===== src/rtl/fifo_to_axis_pkg.sv =====
// Shared definitions for the FIFO-to-AXI-Stream read stage: FIFO word layout,
// framing state encoding and output buffer depth.
package fifo_to_axis_pkg;

    // FIFO read word is {tdata, tlast}: tlast in bit 0, data above it
    localparam int unsigned TLAST_BIT = 0;
    localparam int unsigned DATA_LSB  = 1;
    localparam int unsigned BUF_DEPTH = 2;

    typedef enum logic {
        ST_SOP = 1'b0,
        ST_MID = 1'b1
    } pkt_state_t;

endpackage


===== src/rtl/fifo_to_axis_skid_buf2.sv =====
// Two-entry output buffer: head register feeds the stream, tail register
// absorbs the word still in flight when the consumer stalls.
module axis_skid_buf2
    import fifo_to_axis_pkg::*;
#(
    parameter int unsigned WIDTH = 257
) (
    input  logic             clk,
    input  logic             reset,
    input  logic             push,
    input  logic [WIDTH-1:0] push_data,
    input  logic             pop,
    output logic [1:0]       occ,
    output logic [WIDTH-1:0] head_data
);

    localparam logic [1:0] FULL = 2'(BUF_DEPTH);

    logic [WIDTH-1:0] head_q;
    logic [WIDTH-1:0] tail_q;
    logic [1:0]       occ_q;
    logic             do_pop;

    assign do_pop    = pop && (occ_q != 2'd0);
    assign occ       = occ_q;
    assign head_data = head_q;

    always_ff @(posedge clk) begin
        if (reset) begin
            occ_q <= '0;
        end else if (push && !do_pop && (occ_q != FULL)) begin
            occ_q <= occ_q + 2'd1;
        end else if (!push && do_pop) begin
            occ_q <= occ_q - 2'd1;
        end
    end

    // Data registers carry no reset; occupancy alone says what is valid.
    always_ff @(posedge clk) begin
        if (push && do_pop) begin
            if (occ_q == 2'd1) begin
                head_q <= push_data;
            end else begin
                head_q <= tail_q;
                tail_q <= push_data;
            end
        end else if (push) begin
            if (occ_q == 2'd0) begin
                head_q <= push_data;
            end else if (occ_q == 2'd1) begin
                tail_q <= push_data;
            end
        end else if (do_pop) begin
            head_q <= tail_q;
        end
    end

endmodule


===== src/rtl/fifo_to_axis.sv =====
// Read side of the SRAM FIFO path: pops {tdata, tlast} words, streams them as
// an AXI4-Stream master and returns one credit per delivered beat.
module fifo_to_axis
    import fifo_to_axis_pkg::*;
#(
    parameter int unsigned TDATA_WIDTH = 32,
    parameter int unsigned TUSER_WIDTH = 128,
    parameter int unsigned BUF_DEPTH   = 2
) (
    input  logic                     clk,
    input  logic                     reset,
    input  logic                     cal_done,
    input  logic                     fifo_rempty,
    output logic                     fifo_rinc,
    input  logic                     fifo_dout_valid,
    input  logic [8*TDATA_WIDTH:0]   fifo_dout,
    output logic                     m_tvalid,
    input  logic                     m_tready,
    output logic [8*TDATA_WIDTH-1:0] m_tdata,
    output logic [TDATA_WIDTH-1:0]   m_tkeep,
    output logic [TDATA_WIDTH-1:0]   m_tstrb,
    output logic                     m_tlast,
    output logic [TUSER_WIDTH-1:0]   m_tuser,
    output logic                     output_inc,
    output logic [31:0]              output_pkt_cnt,
    output logic                     in_packet,
    output logic                     protocol_err
);

    localparam int unsigned DW = 8 * TDATA_WIDTH;
    localparam int unsigned WW = DW + 1;

    logic [1:0]    occ;
    logic [WW-1:0] head;
    logic          inflight_q;
    logic          pop;
    logic          capture;
    logic [2:0]    level_after;
    logic          pkt_inc;
    pkt_state_t    state_q;
    pkt_state_t    state_d;

    assign pop     = m_tvalid & m_tready;
    assign capture = fifo_dout_valid & inflight_q;

    // A pop this cycle frees its slot for a read issued in the same cycle.
    assign level_after = {1'b0, occ} - {2'b00, pop} + {2'b00, inflight_q};
    assign fifo_rinc   = ~reset & cal_done & ~fifo_rempty & (level_after < 3'(BUF_DEPTH));

    axis_skid_buf2 #(
        .WIDTH (WW)
    ) u_buf (
        .clk       (clk),
        .reset     (reset),
        .push      (capture),
        .push_data (fifo_dout),
        .pop       (pop),
        .occ       (occ),
        .head_data (head)
    );

    assign m_tvalid  = (occ != 2'd0);
    assign m_tdata   = head[DATA_LSB +: DW];
    assign m_tlast   = head[TLAST_BIT];
    assign m_tkeep   = '1;
    assign m_tstrb   = '1;
    assign m_tuser   = '0;
    assign in_packet = (state_q == ST_MID);

    always_comb begin
        state_d = state_q;
        pkt_inc = 1'b0;
        case (state_q)
            ST_SOP: begin
                if (pop && m_tlast) begin
                    pkt_inc = 1'b1;
                end else if (pop) begin
                    state_d = ST_MID;
                end
            end
            ST_MID: begin
                if (pop && m_tlast) begin
                    pkt_inc = 1'b1;
                    state_d = ST_SOP;
                end
            end
            default: state_d = ST_SOP;
        endcase
    end

    always_ff @(posedge clk) begin
        if (reset) begin
            state_q        <= ST_SOP;
            inflight_q     <= 1'b0;
            output_inc     <= 1'b0;
            output_pkt_cnt <= '0;
            protocol_err   <= 1'b0;
        end else begin
            state_q    <= state_d;
            inflight_q <= fifo_rinc;
            output_inc <= pop;
            if (pkt_inc) begin
                output_pkt_cnt <= output_pkt_cnt + 32'd1;
            end
            if (fifo_dout_valid && !inflight_q) begin
                protocol_err <= 1'b1;
            end
        end
    end

endmodule


===== config.mk =====
export PLATFORM = sky130hd
export DESIGN_NAME = fifo_to_axis
export DESIGN_NICKNAME = d
export VERILOG_FILES = /design/src/rtl/fifo_to_axis_pkg.sv /design/src/rtl/fifo_to_axis_skid_buf2.sv /design/src/rtl/fifo_to_axis.sv
export SDC_FILE = /design/constraint.sdc
export NUM_CORES = 1
export LEC_CHECK = 0
export ABC_AREA = 0
export CORE_MARGIN = 3
export CORE_UTILIZATION = 26
export CTS_BUF_LIST = sky130_fd_sc_hd__clkbuf_4 sky130_fd_sc_hd__clkbuf_8
export CTS_CLUSTER_DIAMETER = 120
export CTS_CLUSTER_SIZE = 14
export DETAILED_ROUTE_END_ITERATION = 8
export PLACE_DENSITY = 0.58
export SETUP_SLACK_MARGIN = 0.2
export SKIP_CTS_REPAIR_TIMING = 1
export SYNTH_ARGS = -nofsm -noshare
export SYNTH_HDL_FRONTEND = slang
export SYNTH_SLANG_ARGS = --single-unit

===== constraint.sdc =====
create_clock -name clk -period 27.5 [get_ports clk]
set_input_delay 5.5 -clock clk [delete_from_list [all_inputs] [get_ports clk]]
set_output_delay 5.5 -clock clk [all_outputs]
set_load 0.1 [all_outputs]

==> results_dict.tcl <==
set metrics [dict create \
    status "complete, no violations" \
    core_mm2 0.0940 \
    drc 0 \
    clockBufferDepth 3 \
    clockPowerShare_pct 15.5 \
    crit_required_ps 22000 \
    vdd_drop_max_uv 59.2 \
    n_fill_cell 9065 \
    wl_per_cell_um 19.3 \
    finalHoldViolations 0 \
    synth_area_per_cell_um2 16.5 \
    cts_sinks 552 \
    slew-limit-headroom_pct 22.8 \
    hold_class "reg -> reg" \
    synth_edf_count 514 \
    start_util_pct 26.4 \
    place_hpwl_mm 44.5 \
    synth_seq_cells 552 \
    drtPass1Iterations 5 \
    drive_above_1_share_pct 27.8 \
    start_kind "input port" \
    drtIter0Drc 821 \
    grt_pass1_wl_mm 92.5 \
    powerDensity_mw_per_mm2 90.1 \
    cts_tree "built" \
    finalSetupTns_ps 0 \
    path_class "in -> out" \
    grt_pass1_vias 14400 \
    die_y_um 315 \
    areaGrowthSynthToFinish_pct 28.3 \
    yosys_warnings 0 \
    maxCapViolCount 0 \
    cts_inserted_buffers 46 \
    netlist_area_mm2 0.0248 \
    synthTopCellsByArea "edfxtp_1 (62%), mux2_2 (22%), buf_4 (5.8%)" \
    ant_nets 0 \
    tightest_slew_ps 1150 \
    clock_skew_ps 31.3 \
    synth_cell_types 42 \
    synth_top_area_share_pct 62.1 \
    synth_flop_cell "edfxtp_1" \
    maxSlewViolCount 0 \
    io_pins 749 \
    antenna_found_initial 7 \
    grt_max_degree 123 \
    grt.total_usage_pct 12.2 \
    row_count 112 \
    port_buffers 556 \
    vias 14000 \
    root_buffer "clkbuf_8" \
    yosysSeqAreaShare_pct 65.2 \
    max_freq_mhz 68.2 \
    syn_inst 1505 \
    worstSkewPairLatency_ps 690 \
    fin_crit_sh_pct 53.3 \
    cp.arrival_ps 9160 \
    p_int_mw 1.56 \
    grt_setup_unrepaired "false" \
    final_nets 2319 \
    cp-end-kind "primary output" \
    die_x_um 315 \
    synth_top_area_cell "edfxtp_1" \
    cp_max_fo 7 \
    htree_levels 2 \
    seq_power_share_pct 38.9 \
    p_leak_nw 10.7 \
    finish.utilization_pct 33.9 \
    period_needed_ps 14660 \
    overflow 0 \
    switching_share_pct 45.6 \
    stdcell_count 3322 \
    synthArstFlopShare_pct 0 \
    dp_cells 3257 \
    gp_congestion 0.769 \
    setup_viol 0 \
    die_area_mm2 0.0993 \
    pwr-share-comb_pct 45.6 \
    netSwitchingPower_mw 1.31 \
    viasPerCell 4.21 \
    path_clk_slew_ps 90 \
    wl_mm 64.1 \
]
worst max-delay path, stage by stage:
cell	delay, ps
clkdlybuf4s50_1	660
nand2b_1	280
nor2_1	240
o21ai_0	140
fa_1	500
nand2_1	70
nor4_1	500
clkdlybuf4s50_1	1260
layout make-up:
cell class | count | area [um^2] | share of cell area (%)
Inverter | 6 | 22.5 | 0.0707
Antenna cell | 6 | 15.0 | 0.0471
Clock buffer | 54 | 699 | 2.19
Tap cell | 1254 | 1570 | 4.92
Timing Repair Buffer | 571 | 5700 | 17.9
Clock inverter | 5 | 48.8 | 0.153
Multi-Input combinational cell | 874 | 7610 | 23.9
Sequential cell | 552 | 16200 | 50.8
power groups by stage:
stage / clock (mW) / sequential (mW) / combinational, mW
final: 0.445 / 1.12 / 1.31
after global routing: 0.499 / 1.13 / 1.35
after CTS: 0.475 / 1.12 / 1.32
after detailed placement: 0 / 1.14 / 1.32
after global placement: 0 / 1.14 / 1.31
after floorplan: 0 / 1.86 / 0.414
placed cells by master (no fill, tap or decap), types with 4 or more instances in the layout:
master,n
a21oi_1,22
buf_4,13
clkbuf_4,7
clkbuf_8,47
clkdlybuf4s50_1,556
conb_1,192
dfxtp_1,38
diode_2,6
edfxtp_1,514
ha_1,4
inv_1,6
mux2_1,23
mux2_2,491
nand2_1,11
nand3_1,12
nand4_1,11
nor2_1,20
nor3_1,4
o21ai_0,8
o31ai_1,15
or3_1,5
or4_1,16
xnor2_1,4
xor2_1,7
Yosys cell counts (2+ instances only):
master,count
o21ai_0,9
nor3_1,4
or3_1,5
dfxtp_1,38
buf_2,48
xnor2_1,4
nand2_1,11
edfxtp_1,514
inv_1,6
xor2_1,7
nor4_1,3
a21oi_1,23
o31ai_1,15
a211oi_1,2
buf_4,192
and4_1,3
and2_1,2
nand3_1,12
nor2_1,20
or4_1,16
and3_1,3
mux2_2,491
mux2_1,23
conb_1,2
nand4_1,11
clkbuf_1,22
ha_1,4
sequential cells by signal, summed over array words and instances, names as in the netlist, named ones only:
name             count
u_buf.tail_q       257
inflight_q           1
u_buf.head_data    257
u_buf.occ            2
protocol_err         1
output_pkt_cnt      32
output_inc           1
kinds of logic (layout without fill, tap and decap cells):
kind of cell               after synthesis  in the layout  synth area share [%]
other                                    2            198                0.0302
and+or+nand+nor                         99             99                  2.30
buffers and inverters                  269            636                  7.24
muxes                                  515            515                  23.3
adders and majority gates                5              5                 0.282
DFF                                    552            552                  65.2
AOI/OAI and AO/OA                       52             52                  1.24
xor gates and xnor gates                11             11                 0.388
per-stage QoR:
step	worst slack, ps	hold WS [ps]	area [um^2]	total power, mW
after floorplan	1970	497	25600	2.27
after global placement	12710	464	31100	2.45
after detailed placement	12800	474	31100	2.46
after CTS	12760	502	31800	2.92
after global routing	12630	535	31900	2.98
final	12840	498	31900	2.87
layer usage:
layer / part of all wire, % / vias to the layer above / GRT usage [%]
met3: 7.5 / 86 / 3.41
met1: 36 / 7048 / 13.2
met2: 54 / 424 / 22.5
met4: 2.6 / 2 / 4.07
li1: - / 6427 / -
met5: 0.028 / - / 0
final timing paths:
check                         endpoint  slack (ps)          from  cells after the start
setup / recovery             fifo_rinc       12840      m_tready                      8
hold / removal            protocol_err         500  protocol_err                      2
setup reg to reg  u_buf.head_data[229]       22990  u_buf.occ[1]                      7
hold reg to reg           protocol_err         500  protocol_err                      2
Note: power is estimated with default switching activity, not from simulation.
